### src/rtl/fetch_queue_if.sv
// Fetch-queue bus bundle: instruction-memory request/response, redirect and decode-side handshake.
// The master modport is the fetch_queue; the slave modport is memory, decode and redirect source.
interface fetch_queue_if #(
    parameter int INSTR_W = 16,
    parameter int ADDR_W  = 16,
    parameter int DEPTH   = 4
);
    localparam int OCC_W = $clog2(DEPTH + 1);

    logic [ADDR_W-1:0]  i_addr;
    logic               i_req;
    logic               i_gnt;
    logic               i_rvalid;
    logic [INSTR_W-1:0] i_rdata;
    logic               redirect;
    logic [ADDR_W-1:0]  redirect_pc;
    logic               out_valid;
    logic               out_ready;
    logic [INSTR_W-1:0] out_instr;
    logic [ADDR_W-1:0]  out_pc;
    logic [OCC_W-1:0]   occupancy;

    modport master (
        output i_addr, i_req,
        input  i_gnt, i_rvalid, i_rdata,
        input  redirect, redirect_pc,
        output out_valid,
        input  out_ready,
        output out_instr, out_pc, occupancy
    );

    modport slave (
        input  i_addr, i_req,
        output i_gnt, i_rvalid, i_rdata,
        output redirect, redirect_pc,
        input  out_valid,
        output out_ready,
        input  out_instr, out_pc, occupancy
    );
endinterface

### src/rtl/fetch_queue.sv
// Instruction-fetch front end: request/grant fetch engine feeding an in-order PC-tagged prefetch FIFO.
// Define FETCH_QUEUE_BYPASS_EN to let a response reach decode in the same cycle when the FIFO is empty.
module fetch_queue #(
    parameter int INSTR_W  = 16,
    parameter int ADDR_W   = 16,
    parameter int DEPTH    = 4,
    parameter int PC_STEP  = 2,
    parameter int RESET_PC = 0
) (
    input  logic            clk,
    input  logic            rst_n,
    fetch_queue_if.master   bus
);
    localparam int CNT_W = $clog2(DEPTH + 1);
    localparam int PTR_W = $clog2(DEPTH);
    localparam logic [ADDR_W-1:0] STEP     = ADDR_W'(PC_STEP);
    localparam logic [ADDR_W-1:0] START_PC = ADDR_W'(RESET_PC);
    localparam logic [CNT_W:0]    CAP      = (CNT_W + 1)'(DEPTH);

    logic [ADDR_W-1:0]  fetch_pc;
    logic [ADDR_W-1:0]  resp_pc;
    logic [INSTR_W-1:0] mem_instr [DEPTH];
    logic [ADDR_W-1:0]  mem_pc [DEPTH];
    logic [PTR_W-1:0]   rd_ptr;
    logic [PTR_W-1:0]   wr_ptr;
    logic [CNT_W-1:0]   count;
    logic [CNT_W-1:0]   outstanding;
    logic [CNT_W-1:0]   drop_cnt;

    logic [CNT_W:0]     in_use;
    logic               issue;
    logic               accept;
    logic               rsp_seen;
    logic               rsp_keep;
    logic               bypass_take;
    logic               push;
    logic               pop;
    logic               head_valid;

    // Queued plus in-flight instructions bound new requests, so the FIFO can never overflow.
    assign in_use   = {1'b0, count} + {1'b0, outstanding};
    assign issue    = rst_n & ~bus.redirect & (in_use < CAP);
    assign accept   = issue & bus.i_gnt;
    assign rsp_seen = bus.i_rvalid & (outstanding != '0);
    assign rsp_keep = rsp_seen & (drop_cnt == '0) & ~bus.redirect;
    assign head_valid = (count != '0);

`ifdef FETCH_QUEUE_BYPASS_EN
    logic bypass_live;
    assign bypass_live   = rsp_keep & ~head_valid;
    assign bypass_take   = bypass_live & bus.out_ready;
    assign bus.out_valid = ~bus.redirect & (head_valid | bypass_live);
    assign bus.out_instr = bypass_live ? bus.i_rdata : mem_instr[rd_ptr];
    assign bus.out_pc    = bypass_live ? resp_pc : mem_pc[rd_ptr];
`else
    assign bypass_take   = 1'b0;
    assign bus.out_valid = ~bus.redirect & head_valid;
    assign bus.out_instr = mem_instr[rd_ptr];
    assign bus.out_pc    = mem_pc[rd_ptr];
`endif

    // A bypassed transfer never touches the FIFO, so pop only counts real head entries.
    assign pop  = bus.out_valid & bus.out_ready & head_valid;
    assign push = rsp_keep & ~bypass_take;

    assign bus.i_req     = issue;
    assign bus.i_addr    = fetch_pc;
    assign bus.occupancy = count;

    always_ff @(posedge clk or negedge rst_n) begin
        if (!rst_n) begin
            fetch_pc    <= START_PC;
            resp_pc     <= START_PC;
            rd_ptr      <= '0;
            wr_ptr      <= '0;
            count       <= '0;
            outstanding <= '0;
            drop_cnt    <= '0;
            for (int i = 0; i < DEPTH; i++) begin
                mem_instr[i] <= '0;
                mem_pc[i]    <= '0;
            end
        end else if (bus.redirect) begin
            // Every response still owed belongs to the old path and must be swallowed.
            fetch_pc    <= bus.redirect_pc;
            resp_pc     <= bus.redirect_pc;
            wr_ptr      <= rd_ptr;
            count       <= '0;
            outstanding <= outstanding - CNT_W'(rsp_seen);
            drop_cnt    <= outstanding - CNT_W'(rsp_seen);
        end else begin
            if (accept) begin
                fetch_pc <= fetch_pc + STEP;
            end
            outstanding <= outstanding + CNT_W'(accept) - CNT_W'(rsp_seen);
            if (rsp_seen && (drop_cnt != '0)) begin
                drop_cnt <= drop_cnt - 1'b1;
            end
            if (rsp_keep) begin
                resp_pc <= resp_pc + STEP;
            end
            if (push) begin
                mem_instr[wr_ptr] <= bus.i_rdata;
                mem_pc[wr_ptr]    <= resp_pc;
                wr_ptr            <= wr_ptr + 1'b1;
            end
            if (pop) begin
                rd_ptr <= rd_ptr + 1'b1;
            end
            count <= count + CNT_W'(push) - CNT_W'(pop);
        end
    end
endmodule
### src/flat_wrapper.sv
// flat-port wrapper written by rule: the top's interface ports become plain ports
module fetch_queue_flat 
#(
    parameter int INSTR_W  = 16,
    parameter int ADDR_W   = 16,
    parameter int DEPTH    = 4,
    parameter int PC_STEP  = 2,
    parameter int RESET_PC = 0
)
  (clk, rst_n, bus_i_addr, bus_i_req, bus_i_gnt, bus_i_rvalid, bus_i_rdata, bus_redirect, bus_redirect_pc, bus_out_valid, bus_out_ready, bus_out_instr, bus_out_pc, bus_occupancy);
  fetch_queue_if #(.INSTR_W(INSTR_W), .ADDR_W(ADDR_W), .DEPTH(DEPTH)) bus_i ();
  input  logic clk;
  input  logic rst_n;
  output wire logic [$bits(bus_i.i_addr)-1:0] bus_i_addr;
  output wire logic [$bits(bus_i.i_req)-1:0] bus_i_req;
  input wire logic [$bits(bus_i.i_gnt)-1:0] bus_i_gnt;
  input wire logic [$bits(bus_i.i_rvalid)-1:0] bus_i_rvalid;
  input wire logic [$bits(bus_i.i_rdata)-1:0] bus_i_rdata;
  input wire logic [$bits(bus_i.redirect)-1:0] bus_redirect;
  input wire logic [$bits(bus_i.redirect_pc)-1:0] bus_redirect_pc;
  output wire logic [$bits(bus_i.out_valid)-1:0] bus_out_valid;
  input wire logic [$bits(bus_i.out_ready)-1:0] bus_out_ready;
  output wire logic [$bits(bus_i.out_instr)-1:0] bus_out_instr;
  output wire logic [$bits(bus_i.out_pc)-1:0] bus_out_pc;
  output wire logic [$bits(bus_i.occupancy)-1:0] bus_occupancy;
  assign bus_i_addr = bus_i.i_addr;
  assign bus_i_req = bus_i.i_req;
  assign bus_i.i_gnt = bus_i_gnt;
  assign bus_i.i_rvalid = bus_i_rvalid;
  assign bus_i.i_rdata = bus_i_rdata;
  assign bus_i.redirect = bus_redirect;
  assign bus_i.redirect_pc = bus_redirect_pc;
  assign bus_out_valid = bus_i.out_valid;
  assign bus_i.out_ready = bus_out_ready;
  assign bus_out_instr = bus_i.out_instr;
  assign bus_out_pc = bus_i.out_pc;
  assign bus_occupancy = bus_i.occupancy;
  fetch_queue #(.INSTR_W(INSTR_W), .ADDR_W(ADDR_W), .DEPTH(DEPTH), .PC_STEP(PC_STEP), .RESET_PC(RESET_PC)) u_core (.clk(clk), .rst_n(rst_n), .bus(bus_i));
endmodule
### config.mk
export PLATFORM = sky130hd
export DESIGN_NAME = fetch_queue_flat
export DESIGN_NICKNAME = d
export VERILOG_FILES = /design/src/rtl/fetch_queue_if.sv /design/src/rtl/fetch_queue.sv /design/src/flat_wrapper.sv
export SDC_FILE = /design/constraint.sdc
export NUM_CORES = 1
export LEC_CHECK = 0
export BUFFER_PORTS_ARGS = -buffer_cell sky130_fd_sc_hd__buf_2
export CORE_UTILIZATION = 51
export DETAILED_ROUTE_END_ITERATION = 8
export GPL_TIMING_DRIVEN = 0
export HOLD_SLACK_MARGIN = 0.12
export PLACE_DENSITY_LB_ADDON = 0.08
export REMOVE_ABC_BUFFERS = 1
export SKIP_CTS_REPAIR_TIMING = 1
export SLEW_MARGIN = 15
export SYNTH_ARGS = -nofsm -noshare
export SYNTH_HDL_FRONTEND = slang
export SYNTH_SLANG_ARGS = --single-unit
### constraint.sdc
create_clock -name clk -period 2.9 [get_ports clk]
set_input_delay 0.58 -clock clk [delete_from_list [all_inputs] [get_ports clk]]
set_output_delay 0.58 -clock clk [all_outputs]
set_load 0.02 [all_outputs]
### Word-level counts from Yosys, hierarchy flattened

Index checks and enable logic that the tools add are counted.

| operators by class | value |
|---|---|
| multiplexer cells | 20 |
| bitwise operators | 12 |
| multipliers | 0 |
| divide/modulo/power cells | 0 |
| reduce and logical (&&, ||, !) cells | 11 |
| equality and inequality tests | 0 |
| shift operators | 0 |
| add/subtract/negate cells | 11 |
| $lt $le $gt $ge | 4 |

Operator list:

| kind | number |
|---|---|
| $mux 16 | 9 |
| $bwmux 64 | 2 |
| $bmux 16 s2 | 2 |
| $add 16x2->16 const B | 2 |
| $demux 16 s2 | 1 |
| $mux 3 | 4 |
| $and 1x1->1 | 9 |
| $reduce_bool 3->1 | 3 |
| $sub 3x1->3 | 3 |
| $add 3x1->3 | 2 |
| $ge 3x3->1 const B | 2 |
| $not 2->3 | 2 |
| $reduce_bool 2->1 | 3 |
| $add 2x1->2 const B | 2 |
| $add 3x3->4 | 1 |
| $lt 4x3->1 const B | 1 |
| $mux 2 | 2 |
| $reduce_and 2->1 | 2 |
| $logic_not 3->1 | 1 |
| $lt 3x1->1 const B | 1 |
| $sub 3x1->3 const B | 1 |
| $logic_and 1x1->1 | 2 |
| $not 1->1 | 1 |

| storage, ports and cells | value |
|---|---|
| output and inout port bits | 53 |
| memories | 0 |
| input bits | 38 |
| logic and storage cells | 73 |
| ROM bits | 0 |
| register bits after elaboration | 173 |
| memory bits (writable) | 0 |
| latch bits | 0 |

### Longest topological paths before layout

Gate-level depths: netlist of the first run.

| logic depth | value |
|---|---|
| depth after elaboration | 7 |
| gate-level depth with buffers | 10 |
| depth with buffers taken out | 9 |

### Least setup slack after synthesis of the first run

No wires, ideal clock.

| timing path | value |
|---|---|
| path type | reg-to-reg |
| start | register u_core.count[2], in the netlist u_core.bus.occupancy[2] |
| end | register u_core.outstanding[2] |
| arrival | 2.463 ns |
| buffers on the path | 1 |
| slack | 0.306 ns |
| library setup time | 0.131 ns |
| cell stages (with the launch flop) | 11 |
| required time | 2.769 ns |
| clock period less this slack | 2.594 ns |
| cell sequence | dfrtp_1 > ha_1 > nor4b_1 > nand4_1 > inv_1 > buf_2 > ha_1 > fa_1 > xor2_1 > o21ai_0 > xor2_1 |

| between the ends | value |
|---|---|
| word-level cells in the longest chain between the ends | 7 |

Ends and longest elaborated chain:

| item | RTL line | source |
|---|---|---|
| start, declared | fetch_queue.sv:26 | `logic [CNT_W-1:0] count;` |
| start signal, assigned | fetch_queue.sv:110 | `count <= count + CNT_W'(push) - CNT_W'(pop);` |
| $add 3x3->4 | fetch_queue.sv:41 | `assign in_use = {1'b0, count} + {1'b0, outstanding};` |
| $lt 4x3->1 | fetch_queue.sv:42 | `assign issue = rst_n & ~bus.redirect & (in_use < CAP);` |
| $and 1x1->1 | fetch_queue.sv:42 |  |
| $and 1x1->1 | fetch_queue.sv:43 | `assign accept = issue & bus.i_gnt;` |
| $add 3x1->3 | fetch_queue.sv:95 | `outstanding <= outstanding + CNT_W'(accept) - CNT_W'(rsp_seen);` |
| $sub 3x1->3 | fetch_queue.sv:95 |  |
| $mux 3 | fetch_queue.sv:83 | `end else if (bus.redirect) begin` |
| end signal, assigned | fetch_queue.sv:89 | `outstanding <= outstanding - CNT_W'(rsp_seen);` |
| end signal, assigned | fetch_queue.sv:95 |  |
| end, declared | fetch_queue.sv:27 | `logic [CNT_W-1:0] outstanding;` |

Every way passes these cells.
A chain may end at the register's enable or synchronous reset.

### Final worst setup path of the first run

| timing path | value |
|---|---|
| start | register u_core.outstanding[2] |
| end | register u_core.outstanding[2] |

| between the ends | value |
|---|---|
| word-level cells in the longest chain between the ends | 7 |
| elaborated cells on any way between the ends | 10 |
| those cells by class | 4 x add/sub; 1 x order compare; 1 x mux; 3 x bitwise; 1 x reduce/logical |

Ends and longest elaborated chain:

| item | RTL line |
|---|---|
| $add 3x3->4 | fetch_queue.sv:41 |
| $lt 4x3->1 | fetch_queue.sv:42 |
| $and 1x1->1 | fetch_queue.sv:42 |
| $and 1x1->1 | fetch_queue.sv:43 |
| $add 3x1->3 | fetch_queue.sv:95 |
| $sub 3x1->3 | fetch_queue.sv:95 |
| $mux 3 * | fetch_queue.sv:83 |

Every way passes the cells marked *; elsewhere a longest branch is shown, timed or not.

==> out/summary.txt, run 1 <==
CTS buffer count: 17
Crit path max-delay family: adder cells
Worst vdd ir: 0.000463 V
Pre-CTS setup slack: -1110 ps
Antenna violations before repair: 0
Area leader, netlist: dfrtp_1
CP Cell Sequence: ha_1, nor4b_2, nand4_1, inv_1, ha_1, fa_1, xor2_1, o21ai_0, xor2_1
Worst hold path class: primary input to asynchronous set/reset pin
Period Utilization, post-route: 0.940
Post-synth ARST share: 1.00
Number of clock sinks: 173
Final TNS setup: 0 ps
Period minus WS final: 2730 ps
First-pass GRT wire length: 27.3 mm
Relative slew margins: 0.490
Actual slew at the worst max-slew pin: 761 ps
Crit start category: flip-flop
Reg-to-reg startpoint: u_core.outstanding[2]
Number of global-route vias before repair: 5344
Core area: 15400 sq um
Post-synthesis sequential area ratio: 0.531
N_diodes: 0
Synth unique cells: 47
FF-to-FF End: u_core.outstanding[2]
Routed WL: 16.3 mm
Final std cells w/o fill: 909
Starting DRC count in detailed routing: 319
GRT overflow: 0
Top Ports: 91
Ys flop type: dfrtp_1
Ys Warns: 0
Top cell type's share of synthesized area: 0.531
Root buffer cell: clkbuf_16
Reg2Reg Depth: 9
Final Wtd Congestion: 0.849
Crit-path max FO: 13
Port bufs: 90
Final-report hold violation count: 0
WHS: 114 ps
HPWL after DPL: 10.7 mm
Share of cells above drive strength 1: 0.420
Slowest cell on the critical path: dfrtp_1
CP max stage delay: 450 ps
F_max: 367 MHz
Total track usage: 0.216
Combined buffer and inverter count along the critical path: 1
Final #Nets: 741
Post-placement cell area: 8860 sq um
Leak Pwr: 4.37 nW
Wirelength per Cell: 17.9 microns
# DRC: 0
# placed instances: 875
FP Rows: 45
Status: finished clean
Die Area: 16500 sq um
Die width: 128 microns
Top cells by count, synth: dfrtp_1, mux2_2, mux4_2, inv_1, nand2_1
Dominant cell by count in the synthesized netlist: dfrtp_1
Via count: 5122
Maximum buffer depth of the clock tree: 2
CTS tree: done
PwrDens: 993 nW/um^2
Syn Std Cell Area: 8150 sq um
Die Y: 128 microns
Starting Density: 0.528
Layout Skew: 8.54 ps
Via/cell ratio: 5.63
Synth Instances: 607
Clock-pin slew on the worst setup and hold paths: 60 ps
Setup crit end kind: flip-flop
EDFF count, synth: 0
Slew Viols, Final: 0
Syn avg cell area: 13.4 sq um
FF-to-FF setup slack: 170 ps
# setup viols final: 0
First-pass DRT Iterations: 4
WS Path Type: flip-flop to flip-flop
H-Tree Depth: 4
P&R area growth vs syn: 16.0%
Seq cells post-synth: 173
Post-route ant nets: 0
Worst-Skew Late Latency: 420 ps
Max_cap viols: 0
CP Data Arrival Time: 3020 ps
Data required, critical path: 3200 ps
Largest net degree at the start of global routing: 105
Post-route cell area: 9460 sq um
Final worst slack: 174 ps
Setup crit start: u_core.outstanding[2]
Area contributors post-synth: dfrtp_1, mux2_2, mux4_2
## layout make-up
| type | instances | area, sq um |
|---|---|---|
| Fill cell | 1232 | 5970 |
| Sequential cell | 173 | 4330 |
| Multi-Input combinational cell | 367 | 3570 |
| Timing Repair Buffer | 97 | 613 |
| Clock buffer | 26 | 509 |
| Tap cell | 211 | 264 |
| Inverter | 28 | 109 |
| Clock inverter | 6 | 57.6 |
| Timing Repair inverter | 1 | 5.00 |
## where the power goes
group | internal [mW] | switching [mW] | total (mW)
Sequential | 3.30 | 0.698 | 4.00
Clock | 1.29 | 0.884 | 2.18
Combinational | 1.72 | 1.50 | 3.22
## worst max-delay path by stage
stage                                        to  slack (ps)  cells after the start
final                     u_core.outstanding[2]         170                      9
after global routing      u_core.outstanding[2]         -10                      9
after CTS                 u_core.outstanding[2]        -680                      9
after detailed placement  u_core.outstanding[2]       -1110                      9
after global placement    u_core.outstanding[2]       -3350                      9
after floorplan           u_core.outstanding[2]          70                      9
## cell usage in the layout, fill, tap and decap left out, types with 2 or more instances in the layout
| cell type | n |
|---|---|
| buf_12 | 3 |
| buf_16 | 3 |
| clkbuf_1 | 4 |
| mux2_1 | 7 |
| or4_1 | 3 |
| mux2_2 | 122 |
| nand2_1 | 28 |
| inv_1 | 27 |
| clkbuf_8 | 5 |
| o31ai_1 | 2 |
| a21o_1 | 2 |
| clkinv_2 | 4 |
| a31oi_1 | 9 |
| xor2_1 | 6 |
| mux4_2 | 32 |
| xnor2_1 | 12 |
| nor2b_1 | 3 |
| nand4_1 | 7 |
| fa_1 | 2 |
| mux2i_1 | 3 |
| or3_1 | 8 |
| o21ai_0 | 21 |
| a221o_1 | 3 |
| a21oi_1 | 10 |
| nand2b_1 | 2 |
| and2_2 | 4 |
| o211ai_1 | 6 |
| and3_1 | 2 |
| clkbuf_16 | 17 |
| nand3_1 | 12 |
| nor3_1 | 9 |
| nor2_1 | 14 |
| buf_2 | 88 |
| and4_1 | 3 |
| nor4_1 | 6 |
| clkinvlp_4 | 2 |
| dfrtp_1 | 171 |
| ha_1 | 16 |
## state kept, by name (all words and copies together) (netlist names)
signal                cells
u_core.bus.i_addr        16
u_core.bus.occupancy      3
u_core.drop_cnt           3
u_core.mem_instr         64
u_core.mem_pc            64
u_core.outstanding        3
u_core.rd_ptr             2
u_core.resp_pc           16
u_core.wr_ptr             2
## layer usage
layer  global-route usage  part of all wire  up-vias
met5                    0                 0        -
met2                0.354              0.48      125
li1                     -                 -     2357
met1                0.289              0.47     2630
met4               0.0609            0.0087        0
met3               0.0507             0.037       10
## stage by stage
step | power (mW) | utilization
2_1_floorplan | 6.24 | -
3_3_place_gp | 7.11 | 0.564
3_5_place_dp | 7.29 | 0.574
4_1_cts | 9.49 | 0.611
5_1_grt | 10.0 | 0.613
6_report | 9.39 | 0.613
## kinds of logic (layout without fill, tap and decap cells)
logic type      Yosys count  after routing  synth area share
compound gates           61             61            0.0479
xor+xnor                 18             18            0.0193
flops                   173            173             0.531
simple gates            106            106            0.0680
fa+ha+maj                18             18            0.0295
mux                     164            164             0.270
buf+inv                  67            158            0.0341
Power figures use the tool's default switching activity.
==> run 2: changes to the inputs <==
--- a/config.mk
+++ b/config.mk
@@ -11,6 +11,7 @@
 export GPL_TIMING_DRIVEN = 0
 export HOLD_SLACK_MARGIN = 0.12
 export PLACE_DENSITY_LB_ADDON = 0.08
+export RECOVER_POWER = 50
 export REMOVE_ABC_BUFFERS = 1
 export SKIP_CTS_REPAIR_TIMING = 1
 export SLEW_MARGIN = 15
==> run 2 against run 1 <==
Effect of this change:
- global-route usage unchanged
- first-iteration DRC count decreased by 2.8%
- sequential power about the same
- sequential share of layout area increased by 0.21 points
- final cell count unchanged
- worst setup slack improved by 1.5 ps
- wire length decreased by 0.52%
- via count increased by 0.20%
==> out/summary.txt, run 2 (synthesized netlist as in run 1, its figures left out) <==
Status: finished clean
Antenna violations before repair: 0 (unchanged)
Combinational power share: 0.342 (about the same)
Sw Pwr: 3.08 mW (about the same)
Storage cell area: 4330 sq um (unchanged)
WS Path Type: flip-flop to flip-flop
Wirelength per Cell: 17.8 microns (-0.52%)
CP Cell Sequence: ha_1, nor4b_2, nand4_1, inv_1, ha_1, fa_1, xor2_1, o21ai_0, xor2_1
Die Area: 16500 sq um (unchanged)
Final worst slack: 176 ps (+1.55 ps)
Maximum buffer depth of the clock tree: 2 (unchanged)
Seq pwr share: 0.426 (about the same)
Actual slew at the worst max-slew pin: 1390 ps (+625 ps)
HPWL after DPL: 10.7 mm (unchanged)
Final Power: 9.38 mW (-0.17%)
CTS buffer count: 17 (unchanged)
FF-to-FF setup slack: 180 ps (about the same)
Top Ports: 91 (unchanged)
Post-placement cell area: 8860 sq um (unchanged)
N_diodes: 0 (unchanged)
Data required, critical path: 3200 ps (about the same)
Post-route ant nets: 0 (unchanged)
Max_cap viols: 0 (unchanged)
Core area: 15400 sq um (unchanged)
Via/cell ratio: 5.65 (+0.20%)
Port bufs: 90 (unchanged)
CTS tree: done
Final #Nets: 741 (unchanged)
CP Data Arrival Time: 3020 ps (about the same)
Clk pwr share: 0.232 (about the same)
Setup crit end kind: flip-flop
Total track usage: 0.216 (unchanged)
Root buffer cell: clkbuf_16
Starting DRC count in detailed routing: 310 (-2.8%)
H-Tree Depth: 4 (unchanged)
Final core utilization: 0.610 (-0.00276)
WHS: 107 ps (-7.08 ps)
Starting Density: 0.528 (unchanged)
P&R area growth vs syn: 15.5%
Fillcell total: 1241 (+0.73%)
Multi-input gate area: 3570 sq um (unchanged)
Final-report hold violation count: 0 (unchanged)
Crit-path max FO: 13 (unchanged)
Setup crit start: u_core.outstanding[2]
CP endpoint: u_core.outstanding[2]
Layout Skew: 6.98 ps (-1.56 ps)
FP Rows: 45 (unchanged)
CP max stage delay: 450 ps (about the same)
F_max: 367 MHz (about the same)
Die width: 128 microns (unchanged)
Pre-CTS setup slack: -1110 ps (unchanged)
Period minus WS final: 2720 ps (-1.55 ps)
First-pass GRT wire length: 27.3 mm (unchanged)
Share of cells above drive strength 1: 0.394 (-0.0258)
Final std cells w/o fill: 909 (unchanged)
First-pass DRT Iterations: 5 (+1)
FF-to-FF End: u_core.outstanding[2]
Reg2Reg Depth: 9 (unchanged)
Internal power: 6.30 mW (-0.23%)
Die Y: 128 microns (unchanged)
Commonest cells after routing, fill and taps aside: dfrtp_1, mux2_2, buf_2
Via count: 5132 (+0.20%)
# placed instances: 875 (unchanged)
Worst vdd ir: 0.000462 V (-0.35%)
Final Wtd Congestion: 0.849 (unchanged)
# DRC: 0 (unchanged)
Reg-to-reg startpoint: u_core.outstanding[2]
Clock-pin slew on the worst setup and hold paths: 60 ps (about the same)
Sw frac: 0.329 (+0.000444)
# setup viols final: 0 (unchanged)
GRT overflow: 0 (unchanged)
Number of global-route vias before repair: 5344 (unchanged)
Largest registers: u_core.mem_instr: 64 flops, u_core.mem_pc: 64 flops
Crit start category: flip-flop
Post-route cell area: 9420 sq um (-0.45%)
Worst-Skew Late Latency: 420 ps (about the same)
Largest net degree at the start of global routing: 105 (unchanged)
Number of clock sinks: 173 (unchanged)
Final TNS setup: 0 ps (unchanged)
Worst hold path class: primary input to asynchronous set/reset pin
Leak Pwr: 4.30 nW (-1.5%)
Commonest non-fill, non-tap cell in the layout: dfrtp_1
Slowest cell on the critical path: dfrtp_1
Relative slew margins: 0.0760 (-0.414)
Slew Viols, Final: 0 (unchanged)
PwrDens: 996 nW/um^2 (+0.28%)
Routed WL: 16.2 mm (-0.52%)
Period Utilization, post-route: 0.939 (about the same)
==> run 2: worst max-delay path, delay by kind of cell, from the launching register on <==
kind                     cells  cell delay [ps]
buffers and inverters        1              380
AND/OR/NAND/NOR              2              610
adder cells (fa/ha/maj)      3              770
AO/OA/AOI/OAI                1              100
flip-flops                   1              450
XOR/XNOR                     2              300
==> run 2: area by class of cell <==
cell class / count / share of cell area
repair inverters: 1 / 0.000532
clock buffers: 26 / 0.0541
flip-flops and latches: 173 / 0.460
multi-input cells: 367 / 0.379
repair buffers: 97 / 0.0606
inverters: 28 / 0.0116
clock inverters: 6 / 0.00611
well taps: 211 / 0.0280
==> run 2: worst min-delay path by stage <==
stage | from | to | depth (start not counted)
final | rst_n | u_core.mem_instr[54] | 1
after global routing | rst_n | u_core.mem_instr[54] | 1
after CTS | rst_n | u_core.mem_instr[39] | 1
after detailed placement | u_core.mem_pc[23] | u_core.mem_pc[23] | 1
after global placement | u_core.mem_pc[3] | u_core.mem_pc[3] | 1
after floorplan | rst_n | u_core.bus.i_addr[0] | 0
==> run 2: layer usage <==
layer | track usage | vias to the layer above | wire length [microns]
li1 | - | 2358 | -
met1 | 0.289 | 2640 | 7480
met2 | 0.354 | 123 | 7900
met3 | 0.0507 | 11 | 666
met4 | 0.0609 | 0 | 157
met5 | 0 | - | 0
==> run 2: power by group through the flow <==
stage	sequential (mW)	combinational [mW]	clock, mW
after detailed placement	4.05	3.24	0
after CTS	4.01	3.25	2.23
after global placement	4.05	3.06	0
after global routing	4.15	3.50	2.33
after floorplan	3.91	2.33	0
final	4.00	3.20	2.18
